$ cat src/rtl/set_cmp_ctrl_if.sv
// Request/response bundle between the issue logic (master) and the set-compare
// sequencer (slave): two compare request ports and one result channel.
interface set_cmp_ctrl_if #(
  parameter int WIDTH = 32
);
  logic             req0_valid;
  logic             req0_ready;
  logic [2:0]       req0_op;
  logic [WIDTH-1:0] req0_a;
  logic [WIDTH-1:0] req0_b;

  logic             req1_valid;
  logic             req1_ready;
  logic [2:0]       req1_op;
  logic [WIDTH-1:0] req1_a;
  logic [WIDTH-1:0] req1_b;

  logic             rsp_valid;
  logic             rsp_ready;
  logic             rsp_id;
  logic [31:0]      rsp_set;

  modport slave (
    input  req0_valid, req0_op, req0_a, req0_b,
    output req0_ready,
    input  req1_valid, req1_op, req1_a, req1_b,
    output req1_ready,
    output rsp_valid, rsp_id, rsp_set,
    input  rsp_ready
  );

  modport master (
    output req0_valid, req0_op, req0_a, req0_b,
    input  req0_ready,
    output req1_valid, req1_op, req1_a, req1_b,
    input  req1_ready,
    input  rsp_valid, rsp_id, rsp_set,
    output rsp_ready
  );
endinterface

$ cat src/rtl/set_cmp_ctrl.sv
// Set-condition compare sequencer: round-robin arbitration of two requesters onto
// one SLICE-bit subtractor, rippled LSB-first over WIDTH/SLICE cycles.
module set_cmp_ctrl #(
  parameter int WIDTH = 32,
  parameter int SLICE = 8
) (
  input  logic          clk,
  input  logic          rst_n,
  set_cmp_ctrl_if.slave bus,
  output logic          busy
);
  localparam int NSLICE = WIDTH / SLICE;
  localparam int CW     = $clog2(NSLICE) + 1;

  typedef enum logic [1:0] {IDLE, CALC, DONE} state_t;

  typedef struct packed {
    logic [2:0]       op;
    logic [WIDTH-1:0] a;
    logic [WIDTH-1:0] b;
  } req_t;

  state_t          state, state_nx;
  req_t [1:0]      req;
  logic [1:0]      req_vld;
  logic [1:0]      ready;
  logic            gnt_id;
  logic            last_grant;
  logic            accept;
  logic            rsp_vld;

  req_t            cur;
  logic            cur_id;
  logic [CW-1:0]   slice_cnt;
  logic            carry;
  logic            zero;
  logic [31:0]     rsp_set_q;

  logic [SLICE:0]  slice_sum;
  logic            cout_nx;
  logic            zero_nx;
  logic            last_slice;

  assign req_vld = {bus.req1_valid, bus.req0_valid};
  assign req[0]  = {bus.req0_op, bus.req0_a, bus.req0_b};
  assign req[1]  = {bus.req1_op, bus.req1_a, bus.req1_b};

  // Port 1 wins a tie only when port 0 took the previous grant.
  assign gnt_id = req_vld[1] & (~req_vld[0] | ~last_grant);

  always_ff @(posedge clk or negedge rst_n) begin
    if (!rst_n) state <= IDLE;
    else        state <= state_nx;
  end

  always_comb begin
    state_nx = state;
    ready    = '0;
    rsp_vld  = 1'b0;
    busy     = 1'b1;
    accept   = 1'b0;
    case (state)
      IDLE: begin
        busy  = 1'b0;
        // Gate with rst_n so both readies drop the instant reset asserts.
        ready = {gnt_id & req_vld[1], ~gnt_id & req_vld[0]} & {2{rst_n}};
        accept = |ready;
        if (accept) state_nx = CALC;
      end
      CALC: if (last_slice) state_nx = DONE;
      DONE: begin
        rsp_vld = 1'b1;
        if (bus.rsp_ready) state_nx = IDLE;
      end
      default: state_nx = IDLE;
    endcase
  end

  // Operands shift right each CALC cycle so the low slice is always the live one.
  assign slice_sum  = {1'b0, cur.a[SLICE-1:0]} + {1'b0, ~cur.b[SLICE-1:0]}
                    + {{SLICE{1'b0}}, carry};
  assign cout_nx    = slice_sum[SLICE];
  assign zero_nx    = zero & (slice_sum[SLICE-1:0] == '0);
  assign last_slice = (slice_cnt == CW'(NSLICE - 1));

  function automatic logic [31:0] set_word(input logic [2:0] op,
                                           input logic eq, input logic lt);
    logic r;
    case (op)
      3'd0:    r = eq;
      3'd1:    r = ~eq;
      3'd2:    r = lt;
      3'd3:    r = ~lt & ~eq;
      3'd4:    r = lt | eq;
      3'd5:    r = ~lt;
      default: r = 1'b0;
    endcase
    return {31'd0, r};
  endfunction

  always_ff @(posedge clk or negedge rst_n) begin
    if (!rst_n) begin
      cur        <= '0;
      cur_id     <= 1'b0;
      last_grant <= 1'b1;
      slice_cnt  <= '0;
      carry      <= 1'b1;
      zero       <= 1'b1;
      rsp_set_q  <= '0;
    end else begin
      case (state)
        IDLE: if (accept) begin
          cur        <= req[gnt_id];
          cur_id     <= gnt_id;
          last_grant <= gnt_id;
          slice_cnt  <= '0;
          carry      <= 1'b1;
          zero       <= 1'b1;
        end
        CALC: begin
          cur.a     <= cur.a >> SLICE;
          cur.b     <= cur.b >> SLICE;
          carry     <= cout_nx;
          zero      <= zero_nx;
          slice_cnt <= slice_cnt + 1'b1;
          if (last_slice) rsp_set_q <= set_word(cur.op, zero_nx, ~cout_nx);
        end
        default: ;
      endcase
    end
  end

  assign bus.req0_ready = ready[0];
  assign bus.req1_ready = ready[1];
  assign bus.rsp_valid  = rsp_vld;
  assign bus.rsp_id     = cur_id;
  assign bus.rsp_set    = rsp_set_q;
endmodule

$ cat src/flat_wrapper.sv
// flat-port wrapper written by rule: the top's interface ports become plain ports
module set_cmp_ctrl_flat 
#(
  parameter int WIDTH = 32,
  parameter int SLICE = 8
)
  (clk, rst_n, busy, bus_req0_valid, bus_req0_op, bus_req0_a, bus_req0_b, bus_req0_ready, bus_req1_valid, bus_req1_op, bus_req1_a, bus_req1_b, bus_req1_ready, bus_rsp_valid, bus_rsp_id, bus_rsp_set, bus_rsp_ready);
  set_cmp_ctrl_if #(.WIDTH(WIDTH)) bus_i ();
  input  logic clk;
  input  logic rst_n;
  output logic busy;
  input wire logic [$bits(bus_i.req0_valid)-1:0] bus_req0_valid;
  input wire logic [$bits(bus_i.req0_op)-1:0] bus_req0_op;
  input wire logic [$bits(bus_i.req0_a)-1:0] bus_req0_a;
  input wire logic [$bits(bus_i.req0_b)-1:0] bus_req0_b;
  output wire logic [$bits(bus_i.req0_ready)-1:0] bus_req0_ready;
  input wire logic [$bits(bus_i.req1_valid)-1:0] bus_req1_valid;
  input wire logic [$bits(bus_i.req1_op)-1:0] bus_req1_op;
  input wire logic [$bits(bus_i.req1_a)-1:0] bus_req1_a;
  input wire logic [$bits(bus_i.req1_b)-1:0] bus_req1_b;
  output wire logic [$bits(bus_i.req1_ready)-1:0] bus_req1_ready;
  output wire logic [$bits(bus_i.rsp_valid)-1:0] bus_rsp_valid;
  output wire logic [$bits(bus_i.rsp_id)-1:0] bus_rsp_id;
  output wire logic [$bits(bus_i.rsp_set)-1:0] bus_rsp_set;
  input wire logic [$bits(bus_i.rsp_ready)-1:0] bus_rsp_ready;
  assign bus_i.req0_valid = bus_req0_valid;
  assign bus_i.req0_op = bus_req0_op;
  assign bus_i.req0_a = bus_req0_a;
  assign bus_i.req0_b = bus_req0_b;
  assign bus_req0_ready = bus_i.req0_ready;
  assign bus_i.req1_valid = bus_req1_valid;
  assign bus_i.req1_op = bus_req1_op;
  assign bus_i.req1_a = bus_req1_a;
  assign bus_i.req1_b = bus_req1_b;
  assign bus_req1_ready = bus_i.req1_ready;
  assign bus_rsp_valid = bus_i.rsp_valid;
  assign bus_rsp_id = bus_i.rsp_id;
  assign bus_rsp_set = bus_i.rsp_set;
  assign bus_i.rsp_ready = bus_rsp_ready;
  set_cmp_ctrl #(.WIDTH(WIDTH), .SLICE(SLICE)) u_core (.clk(clk), .rst_n(rst_n), .bus(bus_i), .busy(busy));
endmodule
$ cat config.mk
export PLATFORM = sky130hd
export DESIGN_NAME = set_cmp_ctrl_flat
export DESIGN_NICKNAME = d
export VERILOG_FILES = /design/src/rtl/set_cmp_ctrl_if.sv /design/src/rtl/set_cmp_ctrl.sv /design/src/flat_wrapper.sv
export SDC_FILE = /design/constraint.sdc
export NUM_CORES = 1
export LEC_CHECK = 0
export ABC_AREA = 1
export BUFFER_PORTS_ARGS = -buffer_cell sky130_fd_sc_hd__buf_2
export CORE_MARGIN = 2
export CORE_UTILIZATION = 54
export CTS_CLUSTER_SIZE = 10
export DETAILED_ROUTE_END_ITERATION = 10
export HOLD_SLACK_MARGIN = 0.15
export PLACE_DENSITY = 0.86
export SYNTH_ARGS = -nofsm -noshare
export SYNTH_HDL_FRONTEND = slang
export SYNTH_SLANG_ARGS = --single-unit
export TNS_END_PERCENT = 5
$ cat constraint.sdc
create_clock -name clk -period 3.6 [get_ports clk]
set_input_delay 0 -clock clk [delete_from_list [all_inputs] [get_ports clk]]
set_output_delay 0 -clock clk [all_outputs]
set_load 0.01 [all_outputs]
== Word level (Yosys, flattened, before mapping) ==
Cells that the tools add are included.

* Register bits: 77
* Input bits: 139
* Output and inout bits: 37

* Add/sub/neg operators: 3
* Magnitude comparators: 1
* Equal/unequal tests: 12
* Mux-type cells: 18
* Bitwise logic cells: 14
* Reduce and logical (&&, ||, !) cells: 9

{| class="wikitable"
|+ Operators with widths
! operator !! number
|-
| 67-bit two-way mux || 2
|-
| 64-bit one-hot mux with 2 select lines || 1
|-
| 64-bit two-way mux || 1
|-
| 8-bit by 8-bit adder with 9-bit output || 1
|-
| 9-bit by 1-bit adder with 9-bit output || 1
|-
| 3-bit by 2-bit == test with 1-bit output, second input constant || 3
|-
| 8-bit zero test || 1
|-
| 2-bit two-way mux || 4
|-
| 8-bit inverter || 1
|-
| 3-bit == test, second input constant || 2
|-
| 2-bit by 1-bit != test with 1-bit output, second input constant || 3
|-
| 1-bit one-hot mux with 6 select lines || 1
|-
| 2-bit one-hot mux with 3 select lines || 1
|-
| 3-bit one-hot mux with 2 select lines || 1
|-
| 2-bit AND reduction || 3
|-
| 1-bit AND || 5
|-
| 1-bit inverter || 5
|-
| 1-bit two-way mux || 4
|-
| 1-bit one-hot mux with 2 select lines || 2
|-
| 3-bit by 1-bit adder with 3-bit output, second input constant || 1
|-
| 3-bit by 1-bit == test with 1-bit output, second input constant || 1
|-
| 3-bit zero test || 1
|-
| 3-bit two-way mux || 1
|-
| 3-bit AND reduction || 1
|-
| 9 further kinds || 10
|}

== Depth between registers and ports, before layout ==
* Depth in word-level cells: 10
* Mapped depth: 18
* Mapped depth without buffers: 18

== Least setup slack after synthesis ==
Ideal clock, no wire load.

* Path kind: register to register
* From: register u_core.carry
* To: register u_core.rsp_set_q[0], in the netlist u_core.bus.rsp_set[0]
* Library setup time: 116 ps
* Arrival time: 2369 ps
* Data required time: 3484 ps
* Slack: 1114 ps
* Stages on the path, launching flop included: 18
* Buffers on the path: 0
* Period minus slack after synthesis: 2486 ps
* Cells stage by stage: dfstp_2 -> inv_1 -> fa_1 -> fa_1 -> inv_1 -> nand2_1 -> nand2_1 -> nand3b_1 -> nand3_1 -> nand2_1 -> nor2_2 -> nand2_2 -> nand3_1 -> nand2_1 -> nor2_1 -> nand2_1 -> nand2_1 -> nand2_1

* Word-level cells in the longest chain between the ends: 6
* Elaborated cells between the ends (all ways): 8
* Classes of those cells: 1 x add/sub; 1 x mux; 5 x bitwise; 1 x reduce/logical

{| class="wikitable"
|+ Ends and longest elaborated chain
! what !! line !! RTL
|-
| from (decl) || set_cmp_ctrl.sv:35 || <nowiki>logic carry;</nowiki>
|-
| from (signal assigned) || set_cmp_ctrl.sv:123 || <nowiki>carry <= cout_nx;</nowiki>
|-
| 9-bit by 1-bit adder with 9-bit output * || set_cmp_ctrl.sv:81 || <nowiki>+ {{SLICE{1'b0}}, carry};</nowiki>
|-
| 8-bit zero test || set_cmp_ctrl.sv:83 || <nowiki>assign zero_nx = zero & (slice_sum[SLICE-1:0] == '0);</nowiki>
|-
| 1-bit AND || set_cmp_ctrl.sv:83 ||
|-
| 1-bit inverter || set_cmp_ctrl.sv:91, set_cmp_ctrl.sv:93 ||
|-
| 1-bit AND || set_cmp_ctrl.sv:93 || <nowiki>3'd3: r = ~lt & ~eq;</nowiki>
|-
| 1-bit one-hot mux with 6 select lines * || set_cmp_ctrl.sv:89 || <nowiki>case (op)</nowiki>
|-
| to (signal assigned) || set_cmp_ctrl.sv:126 || <nowiki>if (last_slice) rsp_set_q <= set_word(cur.op, zero_nx, ~cout_nx);</nowiki>
|-
| to (decl) || set_cmp_ctrl.sv:37 || <nowiki>logic [31:0] rsp_set_q;</nowiki>
|}

Every way passes the cells marked *; elsewhere a longest branch is shown, timed or not.
A chain may end at the register's enable or synchronous reset.

== Worst setup path after layout ==
* From: register u_core.last_grant
* To: register u_core.cur[48] in the netlist's numbering

* Word-level cells in the longest chain between the ends: 10
* Elaborated cells between the ends (all ways): 15
* Classes of those cells: 1 x eq/ne; 5 x mux; 7 x bitwise; 2 x reduce/logical

{| class="wikitable"
|+ Ends and longest elaborated chain
! what !! line !! RTL
|-
| from (decl) || set_cmp_ctrl.sv:28 || <nowiki>logic last_grant;</nowiki>
|-
| from (signal assigned) || set_cmp_ctrl.sv:115 || <nowiki>last_grant <= gnt_id;</nowiki>
|-
| 1-bit inverter * || set_cmp_ctrl.sv:49 || <nowiki>assign gnt_id = req_vld[1] & (~req_vld[0] | ~last_grant);</nowiki>
|-
| 1-bit OR * || set_cmp_ctrl.sv:49 ||
|-
| 1-bit AND * || set_cmp_ctrl.sv:49 ||
|-
| 1-bit inverter || set_cmp_ctrl.sv:66 || <nowiki>ready = {gnt_id & req_vld[1], ~gnt_id & req_vld[0]} & {2{rst_n}};</nowiki>
|-
| 1-bit AND || set_cmp_ctrl.sv:66 ||
|-
| 2-bit AND || set_cmp_ctrl.sv:66 ||
|-
| 2-bit OR reduction || set_cmp_ctrl.sv:67 || <nowiki>accept = |ready;</nowiki>
|-
| 1-bit two-way mux || set_cmp_ctrl.sv:62 || <nowiki>case (state)</nowiki>
|-
| 2-bit by 1-bit != test with 1-bit output (no line) || -- ||
|-
| 2-bit AND reduction (no line) || -- ||
|-
| to (signal assigned) || set_cmp_ctrl.sv:113 || <nowiki>cur <= req[gnt_id];</nowiki>
|-
| to (decl) || set_cmp_ctrl.sv:32 || <nowiki>req_t cur;</nowiki>
|}

Every way passes the cells marked *; elsewhere a longest branch is shown, timed or not. The select of a mux whose other input is x is not followed.

==> flow_summary_export.csv <==
group,metric,value,unit
run_status,status,"finished, final reports clean",
run,drv_cap,0,
placement,place_ws,0.129,ns
logic_synthesis,synth_top_family_by_area,"simple AND/OR/NAND/NOR gates",
min_path,worstHoldStart,"bus_req0_b[14]",
timing,final_max_slew_viol_count,0,
drt,drtPass1Iterations,8,
power,p_switching,0.00222,W
setup_path,setup.worst_path.end_class,"register",
logic_synthesis,synth_compound_area_frac,0.153,
min_path,min_path_cells,4,
cells_and_area,final_common_cell,"nand2_1",
floorplan,rows,34,
logic_synthesis,yosys.area_share.simple,0.292,
drt,vias,5862,
timing,worst_pin_slew,1.20,ns
floorplan,coreArea,8680,um^2
grt,grt_pass1_wl,29.5,mm
timing,hold_viol,0,
cells_and_area,nNetsFinal,1009,
drt,routed_wl,18.6,mm
placement,dpl_cell_area,5390,um^2
setup_path,worstSetupPathType,"reg2reg",
clock_network,cts.htree.levels,3,
drt,drc,0,
floorplan,ioPinCount,176,
setup_path,startpoint,"u_core.last_grant",
logic_synthesis,synthAdderAreaFrac,0.0318,
clock_network,clk_latency,0.37,ns
floorplan,die-height,98.4,um
setup_path,r2r_end,"u_core.cur[48]",
timing,max-slew-margin-rel,0.200,
timing,timing.final.ws_setup,0.191,ns
clock_network,path_clk_slew,0.09,ns
grt,grt_usage,0.384,
power,power,0.00474,W
setup_path,cpPeakStageDelay,1.02,ns
setup_path,r2r_start,"u_core.last_grant",
clock_network,cts_resized,0,
floorplan,design.die.area,9670,um^2
logic_synthesis,synth.avg_cell_area,7.99,um^2
setup_path,reg2reg_depth,8,
power,clkPwrFrac,0.157,
power,power_density,679,nW/um^2
setup_path,cp_slowest_cell,"nor2_2",
clock_network,post_cts_buffers,0,
timing,setup-violations-final,0,
grt,grt_pass1_vias,5841,
min_path,min_path_type,"in2reg",
logic_synthesis,ys_seq_area_frac,0.402,
setup_path,crit_required,3.90,ns
timing,period_share,0.947,
clock_network,clkSinkCount,77,
drt,vias_per_cell,6.03,
setup_path,ff2ff_setup_slack,0.19,ns
timing,rsz0062_at_grt,"no",
power,ir_drop,0.422,mV
setup_path,path_cells,"nand2_1 -> nand2_2 -> nor3_4 -> nor2_4 -> inv_4 -> nor2_2 -> nand2_1 -> nand3_1",
min_path,hold-path-endpoint,"u_core.cur[14]",
placement,hpwl,8.97,mm
logic_synthesis,synth_warnings,0,
timing,skew,0.0169,ns
logic_synthesis,synthCells,602,
clock_network,cts_root_buf,"clkbuf_8",
cells_and_area,final_cell_mix,"nand2_1, buf_2, dlygate4sd3_1",
cells_and_area,final_layout_size_suffix_gt1_frac,0.267,
drt,wl_per_cell,19.1,um
clock_network,cts_buffers,9,
clock_network,cts_tree,"yes",
placement,routabilityCongestion,0.859,
grt,grt_max_degree,77,
drt,drtIter0Drc,845,
setup_path,cp-start-kind,"register",
cells_and_area,final_cell_area,6970,um^2
setup_path,crit_path_max_fanout,55,
grt,antenna_found_initial,0,
timing,period_needed,3.41,ns
power,switching_share,0.469,
power,combinationalPowerShare,0.537,
logic_synthesis,ys_ff_latch,77,
timing,whs,0.196,ns
logic_synthesis,synth-xor-area-share,0,
drt,antenna_left,0,
floorplan,die_w,98.4,um
grt,gr-total-overflow,0,
power,p_leak,3.32,nW
placement,portBuffers,144,
logic_synthesis,synth_ff_type,"dfrtp_1",
power,seqPwrFrac,0.306,
logic_synthesis,synth_cell_type_count,35,
cells_and_area,syn_to_final_growth,45.0,%
setup_path,critPathArrivalTime,3.71,ns
power,p_int,0.00252,W
logic_synthesis,synthesis.area,4810,um^2
setup_path,crit_top_cell,"nand2_1",
timing,tns,0,ns
logic_synthesis,async_flop_share,1.00,
logic_synthesis,synth.mux.area_fraction,0,
floorplan,start_util,0.554,
cells_and_area,num_antenna_cells,0,
clock_network,cts_max_path_buffers,2,
logic_synthesis,synth_edf_count,0,
timing,max_freq,0.293,GHz
[worst max-delay path by stage]
stage                            end  slack [ns]  depth (start not counted)
2_1_floorplan  u_core.bus.rsp_set[0]        1.11                         17
3_3_place_gp            u_core.carry        0.30                          9
3_5_place_dp           u_core.cur[3]        0.13                          8
4_1_cts                u_core.cur[3]        0.11                          8
5_1_grt               u_core.cur[48]       0.004                          8
6_report              u_core.cur[48]        0.19                          8
[what timing repair did]
item / 4_1_cts / 5_1_grt
endpoints found under the setup margin: 0 / 29
hold buffers: 136 / 0
endpoints found under the hold margin: 144 / 0
[layer usage]
metal | part of all wire | routed length, um | track usage | vias up
met5 | 0 | 0 | 0 | -
met1 | 0.35 | 6450 | 0.470 | 2666
met4 | 0.072 | 1330 | 0.211 | 0
met2 | 0.46 | 8570 | 0.628 | 552
li1 | - | - | - | 2490
met3 | 0.12 | 2220 | 0.0902 | 154
[state kept, by name (all words and copies together) (netlist names)]
register / flops
u_core.state: 2
u_core.carry: 1
u_core.cur: 67
u_core.bus.rsp_id: 1
u_core.zero: 1
u_core.slice_cnt: 3
u_core.bus.rsp_set: 1
u_core.last_grant: 1
[cell usage after synthesis (6+ instances only)]
cell type | n | area (um^2)
nand3_1 | 48 | 240
clkbuf_1 | 19 | 71.3
ha_1 | 9 | 113
o31ai_1 | 15 | 113
o211ai_1 | 12 | 90.1
or2_2 | 48 | 300
nand2_1 | 154 | 578
a21oi_1 | 6 | 30.0
buf_4 | 31 | 233
inv_1 | 33 | 124
buf_6 | 6 | 67.6
dfrtp_1 | 74 | 1850
nor2_1 | 46 | 173
buf_2 | 10 | 50.1
o2111ai_1 | 46 | 403
[kinds of logic (layout without fill, tap and decap cells)]
group                      count (synthesis)  count (layout)
and+or+nand+nor                          311             312
buffers and inverters                    108             339
AOI/OAI and AO/OA                         94              94
DFF                                       77              77
adders and majority gates                 11              11
other                                      1              31
[through the flow]
step,utilization,cells
CTS,0.802,971
floorplan,-,632
finish,0.803,972
global route,0.803,972
detailed placement,0.621,819
global placement,0.621,819
[area by class of cell]
class / count / area, um^2
clock buffers: 10 / 128
clock inverters: 6 / 87.6
fillers: 412 / 1710
inverters: 39 / 149
multi-input cells: 448 / 2430
flip-flops and latches: 77 / 1930
well taps: 108 / 135
repair buffers: 284 / 2110
[worst max-delay path, delay by kind of cell, from the launching register on]
family        cells  cell delay (ns)
buf+inv           1             0.40
flops             1             0.55
simple gates      7             2.35
[power by group through the flow]
stage	clock, W	combinational (W)	sequential, W
global route	0.000759	0.00277	0.00147
finish	0.000742	0.00254	0.00145
CTS	0.000714	0.00232	0.00140
detailed placement	0	0.00211	0.00142
global placement	0	0.00200	0.00141
floorplan	0	0.00171	0.00137
No activity file was read; power rests on OpenSTA's default activity.
